--- config.mk ---
export PLATFORM = sky130hd
export DESIGN_NAME = pipe_hazard_ctrl
export DESIGN_NICKNAME = d
export VERILOG_FILES = /design/src/rtl/pipe_hazard_ctrl_pkg.sv /design/src/rtl/pipe_hazard_ctrl_fwd_select.sv /design/src/rtl/pipe_hazard_ctrl.sv
export SDC_FILE = /design/constraint.sdc
export NUM_CORES = 1
export LEC_CHECK = 0
export ABC_AREA = 1
export CORE_AREA = 2 2 146 148
export CTS_CLUSTER_DIAMETER = 40
export CTS_CLUSTER_SIZE = 40
export DETAILED_ROUTE_END_ITERATION = 7
export DIE_AREA = 0 0 148 150
export PLACE_DENSITY = 0.79
export SKIP_LAST_GASP = 1
export SYNTH_ARGS = -nofsm -noshare
export SYNTH_HDL_FRONTEND = slang
export SYNTH_SLANG_ARGS = --single-unit
--- constraint.sdc ---
create_clock -name clk_i -period 7.7 [get_ports clk_i]
set_input_delay 1.155 -clock clk_i [delete_from_list [all_inputs] [get_ports clk_i]]
set_output_delay 1.155 -clock clk_i [all_outputs]
set_load 0.02 [all_outputs]
--- src/rtl/pipe_hazard_ctrl_pkg.sv ---
// Shared constants and types for the hazard/operand-delivery unit.
// Stage indices follow producer age: exe is the youngest source.
package pipe_hazard_ctrl_pkg;

    localparam int STG_EXE  = 0;
    localparam int STG_MEM  = 1;
    localparam int STG_WB   = 2;
    localparam int ZERO_REG = 0;

    typedef enum logic [1:0] {
        SEL_ZERO  = 2'd0,
        SEL_RF    = 2'd1,
        SEL_STAGE = 2'd2
    } fwd_sel_t;

endpackage

--- src/rtl/pipe_hazard_ctrl_fwd_select.sv ---
// Resolves one source operand: zero, youngest matching producer, or regfile data.
// Purely combinational; flags when the chosen producer's value is not final yet.
module fwd_select
    import pipe_hazard_ctrl_pkg::*;
#(
    parameter int XLEN       = 32,
    parameter int REG_AW     = 5,
    parameter int FWD_STAGES = 3
) (
    input  logic                         used_i,
    input  logic [REG_AW-1:0]            addr_i,
    input  logic [XLEN-1:0]              rf_data_i,
    input  logic [FWD_STAGES*REG_AW-1:0] stg_rdaddr_i,
    input  logic [FWD_STAGES*XLEN-1:0]   stg_rddata_i,
    input  logic [FWD_STAGES-1:0]        stg_we_i,
    input  logic [FWD_STAGES-1:0]        stg_rdy_i,
    output logic [XLEN-1:0]              data_o,
    output logic                         not_rdy_o
);

    fwd_sel_t        sel;
    logic [XLEN-1:0] stg_dat;
    logic            stg_nrdy;

    always_comb begin
        sel      = SEL_ZERO;
        stg_dat  = '0;
        stg_nrdy = 1'b0;
        if (used_i && (int'(addr_i) != ZERO_REG)) begin
            sel = SEL_RF;
            // Walk oldest to youngest so the lowest index overrides.
            for (int i = FWD_STAGES - 1; i >= 0; i--) begin
                if (stg_we_i[i] && (stg_rdaddr_i[i*REG_AW +: REG_AW] == addr_i)) begin
                    sel      = SEL_STAGE;
                    stg_dat  = stg_rddata_i[i*XLEN +: XLEN];
                    stg_nrdy = ~stg_rdy_i[i];
                end
            end
        end
    end

    always_comb begin
        data_o    = '0;
        not_rdy_o = 1'b0;
        case (sel)
            SEL_RF:    data_o = rf_data_i;
            SEL_STAGE: begin
                data_o    = stg_dat;
                not_rdy_o = stg_nrdy;
            end
            default: begin
                data_o    = '0;
                not_rdy_o = 1'b0;
            end
        endcase
    end

endmodule

--- src/rtl/pipe_hazard_ctrl.sv ---
// Hazard detection, multi-cycle scoreboard and registered ID/EX operand stage.
// Stall/flush are combinational; operands appear one cycle after acceptance.
module pipe_hazard_ctrl
    import pipe_hazard_ctrl_pkg::*;
#(
    parameter int XLEN       = 32,
    parameter int REG_AW     = 5,
    parameter int FWD_STAGES = 3,
    parameter int CNT_W      = 32
) (
    input  logic                         clk_i,
    input  logic                         rst_i,
    input  logic                         id_valid_i,
    input  logic [REG_AW-1:0]            id_rs1_i,
    input  logic [REG_AW-1:0]            id_rs2_i,
    input  logic                         id_rs1_used_i,
    input  logic                         id_rs2_used_i,
    input  logic [XLEN-1:0]              id_rs1_data_i,
    input  logic [XLEN-1:0]              id_rs2_data_i,
    input  logic [REG_AW-1:0]            id_rd_i,
    input  logic                         id_md_i,
    input  logic [FWD_STAGES*REG_AW-1:0] stg_rdaddr_i,
    input  logic [FWD_STAGES*XLEN-1:0]   stg_rddata_i,
    input  logic [FWD_STAGES-1:0]        stg_we_i,
    input  logic [FWD_STAGES-1:0]        stg_rdy_i,
    input  logic                         md_done_i,
    input  logic [REG_AW-1:0]            md_rd_i,
    input  logic                         redirect_i,
    output logic                         stall_o,
    output logic                         flush_o,
    output logic                         ex_valid_o,
    output logic [XLEN-1:0]              ex_op1_o,
    output logic [XLEN-1:0]              ex_op2_o,
    output logic [CNT_W-1:0]             stall_cnt_o
);

    localparam int NREG = 1 << REG_AW;

    logic [XLEN-1:0]  op1, op2;
    logic             op1_nrdy, op2_nrdy;
    logic             md_hazard, accept;

    logic [NREG-1:0]  busy_q, busy_d;
    logic             ex_valid_q, ex_valid_d;
    logic [XLEN-1:0]  ex_op1_q, ex_op1_d, ex_op2_q, ex_op2_d;
    logic [CNT_W-1:0] stall_cnt_q, stall_cnt_d;

    fwd_select #(.XLEN(XLEN), .REG_AW(REG_AW), .FWD_STAGES(FWD_STAGES)) u_fwd_rs1 (
        .used_i(id_rs1_used_i), .addr_i(id_rs1_i), .rf_data_i(id_rs1_data_i),
        .stg_rdaddr_i(stg_rdaddr_i), .stg_rddata_i(stg_rddata_i),
        .stg_we_i(stg_we_i), .stg_rdy_i(stg_rdy_i),
        .data_o(op1), .not_rdy_o(op1_nrdy)
    );

    fwd_select #(.XLEN(XLEN), .REG_AW(REG_AW), .FWD_STAGES(FWD_STAGES)) u_fwd_rs2 (
        .used_i(id_rs2_used_i), .addr_i(id_rs2_i), .rf_data_i(id_rs2_data_i),
        .stg_rdaddr_i(stg_rdaddr_i), .stg_rddata_i(stg_rddata_i),
        .stg_we_i(stg_we_i), .stg_rdy_i(stg_rdy_i),
        .data_o(op2), .not_rdy_o(op2_nrdy)
    );

    // busy_q[0] is never set, so the WAW term needs no zero-register guard.
    always_comb begin
        md_hazard = (id_rs1_used_i && busy_q[id_rs1_i])
                  | (id_rs2_used_i && busy_q[id_rs2_i])
                  | busy_q[id_rd_i];
        stall_o   = id_valid_i & (op1_nrdy | op2_nrdy | md_hazard) & ~redirect_i;
        flush_o   = redirect_i;
        accept    = id_valid_i & ~stall_o & ~redirect_i;
    end

    always_comb begin
        busy_d = busy_q;
        if (md_done_i) busy_d[md_rd_i] = 1'b0;
        if (accept && id_md_i && (int'(id_rd_i) != ZERO_REG)) busy_d[id_rd_i] = 1'b1;
        busy_d[ZERO_REG] = 1'b0;

        ex_valid_d = 1'b0;
        ex_op1_d   = '0;
        ex_op2_d   = '0;
        if (!(redirect_i || stall_o)) begin
            ex_valid_d = id_valid_i;
            ex_op1_d   = op1;
            ex_op2_d   = op2;
        end

        stall_cnt_d = stall_cnt_q;
        if (stall_o && (stall_cnt_q != '1)) stall_cnt_d = stall_cnt_q + CNT_W'(1);
    end

    always_ff @(posedge clk_i) begin
        if (rst_i) begin
            busy_q      <= '0;
            ex_valid_q  <= 1'b0;
            ex_op1_q    <= '0;
            ex_op2_q    <= '0;
            stall_cnt_q <= '0;
        end else begin
            busy_q      <= busy_d;
            ex_valid_q  <= ex_valid_d;
            ex_op1_q    <= ex_op1_d;
            ex_op2_q    <= ex_op2_d;
            stall_cnt_q <= stall_cnt_d;
        end
    end

    assign ex_valid_o  = ex_valid_q;
    assign ex_op1_o    = ex_op1_q;
    assign ex_op2_o    = ex_op2_q;
    assign stall_cnt_o = stall_cnt_q;

endmodule

==> After elaboration in Yosys (flattened, before gate mapping) <==
Index checks and enable logic that the tools add are counted.
{ "op_classes": {"n_addsub": 1, "magnitude_cmp": 6, "n_eq_ne": 11, "n_mux": 40, "bitwise": 16, "reduce_logical": 20} }
{ "ops": {"columns": ["operator", "count"], "rows": [
  ["32-bit two-way mux", 10],
  ["32-bit case mux with 2 select lines", 2],
  ["32-bit by 1-bit adder with 32-bit output, second input constant", 1],
  ["32-bit AND", 1],
  ["32-bit inequality test, second input constant", 1],
  ["32-bit NOT", 1],
  ["32-bit OR", 1],
  ["5-bit equality test", 6],
  ["5-bit by 6-bit < comparator with 1-bit output, second input constant", 4],
  ["2-bit two-way mux", 8],
  ["1-bit binary-select mux with 5-bit select", 3],
  ["1-bit logical AND", 15],
  ["1-bit two-way mux", 15],
  ["5-bit nonzero test", 3],
  ["1-bit demux with 5-bit select", 2],
  ["5-bit by 1-bit >= comparator with 1-bit output, second input constant", 2],
  ["1-bit NOT", 5],
  ["1-bit AND", 4],
  ["2-bit by 1-bit equality test with 1-bit output, second input constant", 2],
  ["2-bit equality test, second input constant", 2],
  ["1-bit OR", 4],
  ["2-bit OR reduction", 1],
  ["1-bit logical OR", 1]
]} }
{ "totals": {"reg_bits": 129, "inputBits": 209, "elab_cells": 100} }

==> Longest topological paths before layout <==
{ "logic_depth": {"ltp_word": 18, "mapped_depth": 23, "mapped_depth_nobuf": 22} }

==> By module <==
A second synthesis with hierarchy kept.
{ "unflattened": {"cells_unflattened": 1808, "area_unflattened_um2": 10704.0} }
{ "by_module_without_submodules": {"columns": ["mod", "instances", "cells_per_inst", "area_each_um2", "seq_area_each_um2"], "rows": [
  ["pipe_hazard_ctrl", 1, 956, 6465.0, 2562.5],
  ["fwd_select", 2, 426, 2119.5, 0.0]
]} }

==> Worst setup path after synthesis <==
No wires, ideal clock.
{ "synth_timing": {"path_type": "in2out", "start": "input port id_rs2_i[2]", "end": "output port stall_o", "arrival_ns": 3.379, "slack_ns": 3.166, "path_stages": 20, "path_cell_list": "buf_4 -> inv_2 -> nand2_1 -> nand2_1 -> nor2_1 -> nand3_1 -> nand2_1 -> or2_2 -> nand2_1 -> inv_1 -> ha_1 -> inv_1 -> nor2_1 -> o21ai_1 -> a21oi_1 -> nor2_1 -> nand2_1 -> nand2_2 -> buf_2 -> nor2_1"} }
{ "synth_via": {"elab_chain_len": 12, "elab_cells_between_ends": 27, "classes_between": "eq/ne (4); mux (11); bitwise (6); reduce/logical (6)"} }
{ "synth_lines": {"columns": ["item", "line", "rtl"], "rows": [
  ["start: declaration", "pipe_hazard_ctrl.sv:15", "input logic [REG_AW-1:0] id_rs2_i,"],
  ["5-bit equality test", "pipe_hazard_ctrl_fwd_select.sv:33", "if (stg_we_i[i] && (stg_rdaddr_i[i*REG_AW +: REG_AW] == addr_i)) begin"],
  ["1-bit logical AND", "pipe_hazard_ctrl_fwd_select.sv:33", null],
  ["2-bit two-way mux (3 in series)", "pipe_hazard_ctrl_fwd_select.sv:33", null],
  ["2-bit two-way mux", "pipe_hazard_ctrl_fwd_select.sv:29", "if (used_i && (int'(addr_i) != ZERO_REG)) begin"],
  ["2-bit equality test", "pipe_hazard_ctrl_fwd_select.sv:45", "case (sel)"],
  ["1-bit two-way mux", "pipe_hazard_ctrl_fwd_select.sv:45", null],
  ["1-bit OR", "pipe_hazard_ctrl.sv:67", "stall_o = id_valid_i & (op1_nrdy | op2_nrdy | md_hazard) & ~redirect_i;"],
  ["1-bit OR *", "pipe_hazard_ctrl.sv:67", null],
  ["1-bit AND * (2 in series)", "pipe_hazard_ctrl.sv:67", null],
  ["end: declaration", "pipe_hazard_ctrl.sv:29", "output logic stall_o,"]
]} }
Mark *: on every way between the ends. The rest lies on a longest branch, timed or not. The select of a mux whose other input is x is not followed.

==> Worst setup path after layout <==
{ "layout_timing": {"start": "input port id_rs2_i[0]", "end": "output port stall_o"} }
The elaborated chain is that of the path after synthesis.

==> out/metrics.cfg <==
[cells_and_area]
nets=1965
final_area_mm2=0.0129
post-route-util=0.624
layout-drive-gt1-share=0.0454
stdcell_count=2040
area.growth.synth_to_final_pct=40.6

[power]
vdd_drop_max_mv=0.154
power_leakage_nw=5.38
power_density_mw_per_mm2=148

[floorplanning]
die_w_um=148
rows=53
die_area_mm2=0.0222
core_area_mm2=0.0207
dieHeight_um=150
ios=308
start_util=0.444

[worst_setup_path]
crit_start=id_rs2_i[0]
reg2reg_depth=14
worstReg2RegEnd=stall_cnt_o[22]
crit_path_max_fanout=32
crit_path_end_kind=output pin
arrival_ns=5.25
crit_type=in2out
r2r_start=stall_cnt_o[1]
reg2reg_slack_ns=4.33
crit_end=stall_o
critPathRequiredTime_ns=6.55
startpoint_type=input pin

[detailed_routing]
antenna_left=0
drc_errors=0
wire_per_inst_um=18.7
drt_iter0_markers=1246
viasPerCell=5.63
first_pass_iters=5
wl_mm=38.1
via_count=11500

[min_path]
min_path_cells=2
hp-class=reg2reg

[timing]
slew_violations=0
tightest_slew_ns=1.22
period_share=0.832
tns_ns=0
max_clock_freq_mhz=156
min_period_ns=6.41
finalHoldViolCount=0
rsz0062_at_grt=no
hold_ws_ns=0.484
setup_viol=0
max-slew-margin-rel=0.187
finClkSkew_ns=0.0123

[logic_synthesis]
synth_top_area_share=0.279
yosysTopAreaCell=dfxtp_1
synthTopCellsByArea=dfxtp_1 28%, nand2_1 18%, inv_1 7.2%, nor2_1 6.1%, o221ai_1 5.2%
synth_area_mm2=0.00919
ys_ff_latch=128
synth.distinct_cells=35
synth.avg_cell_area_um2=6.11
yosysSeqAreaShare=0.279
syn_inst=1504
synth_warnings=0
synth_fp_nets=1718

[clock_tree]
cts.sinks=128
root_buffer=clkbuf_16
clk_pin_slew_ns=0.06
clk-insertion-delay-late_ns=0.43
cts_max_level=4
postCtsHoldBufs=0
cts_resized=0
tritoncts=built
clockBufferDepth=2
numCtsBuffers=17
post_cts_buffers=0

[place]
dp.cells=2007
io_buffers=307
dpl-instance-area_mm2=0.0123
gp_congestion=0.960
hpwlAfterDp_mm=27.6

[status]
status=finished, final reports clean

[global_route]
grt_overflow_total=0
grt_max_degree=67
grt_pass1_wl_mm=58.4
grt_pass1_vias=10700
antenna_found_initial=1
grt_usage=0.332

[run]
cap_violations=0

-- how the worst min path moves through the flow --
stage	start	end	slack [ns]
finish	busy_q[26]	busy_q[26]	0.48
global route	busy_q[26]	busy_q[26]	0.51
CTS	busy_q[26]	busy_q[26]	0.48
detailed placement	busy_q[26]	busy_q[26]	0.47
global placement	busy_q[26]	busy_q[26]	0.47
floorplan	busy_q[26]	busy_q[26]	0.45
-- where the power goes --
part / leakage (nW) / total [mW] / internal (mW) / switching [mW]
Clock: 0.300 / 0.860 / 0.524 / 0.336
Combinational: 4.05 / 0.372 / 0.160 / 0.212
Sequential: 1.03 / 0.673 / 0.670 / 0.00344
Total: 5.38 / 1.90 / 1.35 / 0.551
-- cells in the final DEF, fill, tap and decap left out, types with 2 or more instances in the layout --
| master | count |
|---|---|
| nand2_1 | 442 |
| clkdlybuf4s50_1 | 306 |
| inv_1 | 174 |
| nor2_1 | 148 |
| dfxtp_1 | 128 |
| nand3_1 | 84 |
| nand4_1 | 71 |
| a21oi_1 | 65 |
| o21ai_0 | 56 |
| o221ai_1 | 55 |
| o211ai_1 | 49 |
| nor3_1 | 28 |
| xor2_1 | 21 |
| clkbuf_16 | 17 |
| nor3_2 | 15 |
| a22oi_1 | 12 |
| buf_4 | 12 |
| inv_2 | 11 |
| xnor2_1 | 9 |
| o21a_1 | 9 |
| a32oi_1 | 6 |
| nor4_1 | 5 |
| ha_1 | 5 |
| inv_6 | 4 |
| nand3_2 | 3 |
| a21boi_0 | 3 |
| clkinv_1 | 3 |
| bufinv_16 | 3 |
| or2_2 | 2 |
| o21ai_1 | 2 |
| nor2_2 | 2 |
| clkinv_2 | 2 |
| clkinv_4 | 2 |
| clkinvlp_4 | 2 |
-- state kept, by name (all words and copies together) (netlist names) --
register     cells
ex_op1_o        32
stall_cnt_o     32
ex_valid_o       1
ex_op2_o        32
busy_q          31
-- stage by stage --
stage,power (mW),worst slack (ns)
global route,1.97,1.00
detailed placement,1.05,1.36
CTS,1.91,1.33
floorplan,0.869,3.17
finish,1.90,1.29
global placement,1.05,1.44
-- synthesized netlist by cell type (all sizes together) --
cell    number
a21oi       65
clkbuf      55
nor4         5
nor3        43
nand4       71
nand2      443
a31oi        1
inv        186
o21ai       58
or2          2
xnor2        9
o221ai      55
buf         36
a22oi       12
ha           5
dfxtp      128
clkinv       2
nand3       88
a21boi       3
xor2        21
o211ai      49
nor3b        1
nor2       150
o22ai        1
o21a         9
a32oi        6
-- critical path: stages --
cell	delay [ns]
clkdlybuf4s50_1	0.99
inv_2	0.32
nor2_1	0.16
nor2_1	0.07
nand3_1	0.09
buf_4	0.36
nand2_1	0.19
or2_2	0.32
nor2_1	0.14
inv_1	0.06
ha_1	0.19
inv_1	0.07
nor2_2	0.04
o21ai_1	0.10
a21oi_1	0.06
nor2_1	0.11
nand2_1	0.12
nand2_2	0.11
nor2_1	0.05
clkdlybuf4s50_1	0.53
-- cells by family (layout without fill, tap and decap cells) --
| kind of cell | count (synthesis) | in the layout | synth area share |
|---|---|---|---|
| AND/OR/NAND/NOR | 803 | 803 | 0.379 |
| buffers and inverters | 279 | 539 | 0.121 |
| AO/OA/AOI/OAI | 259 | 259 | 0.186 |
| flip-flops | 128 | 128 | 0.279 |
| XOR/XNOR | 30 | 30 | 0.0286 |
| adder cells (fa/ha/maj) | 5 | 5 | 0.00681 |
| other | 0 | 1 | 0 |
-- cell type report --
class	instances	area (µm²)
antenna	1	2.50
clock buffer	18	439
clock inverter	14	179
fill	1993	7780
inverter	188	706
multi-input combinational	1097	5520
sequential	128	2560
tap	275	344
timing repair buffer	319	3160
-- metal layers --
metal	track usage	vias to the layer above	share of wire
met1	0.440	5224	0.41
met4	0.136	0	0.039
met5	0	-	0
met3	0.0646	107	0.095
met2	0.532	628	0.45
li1	-	5520	-
(Power assumes the default switching activity.)
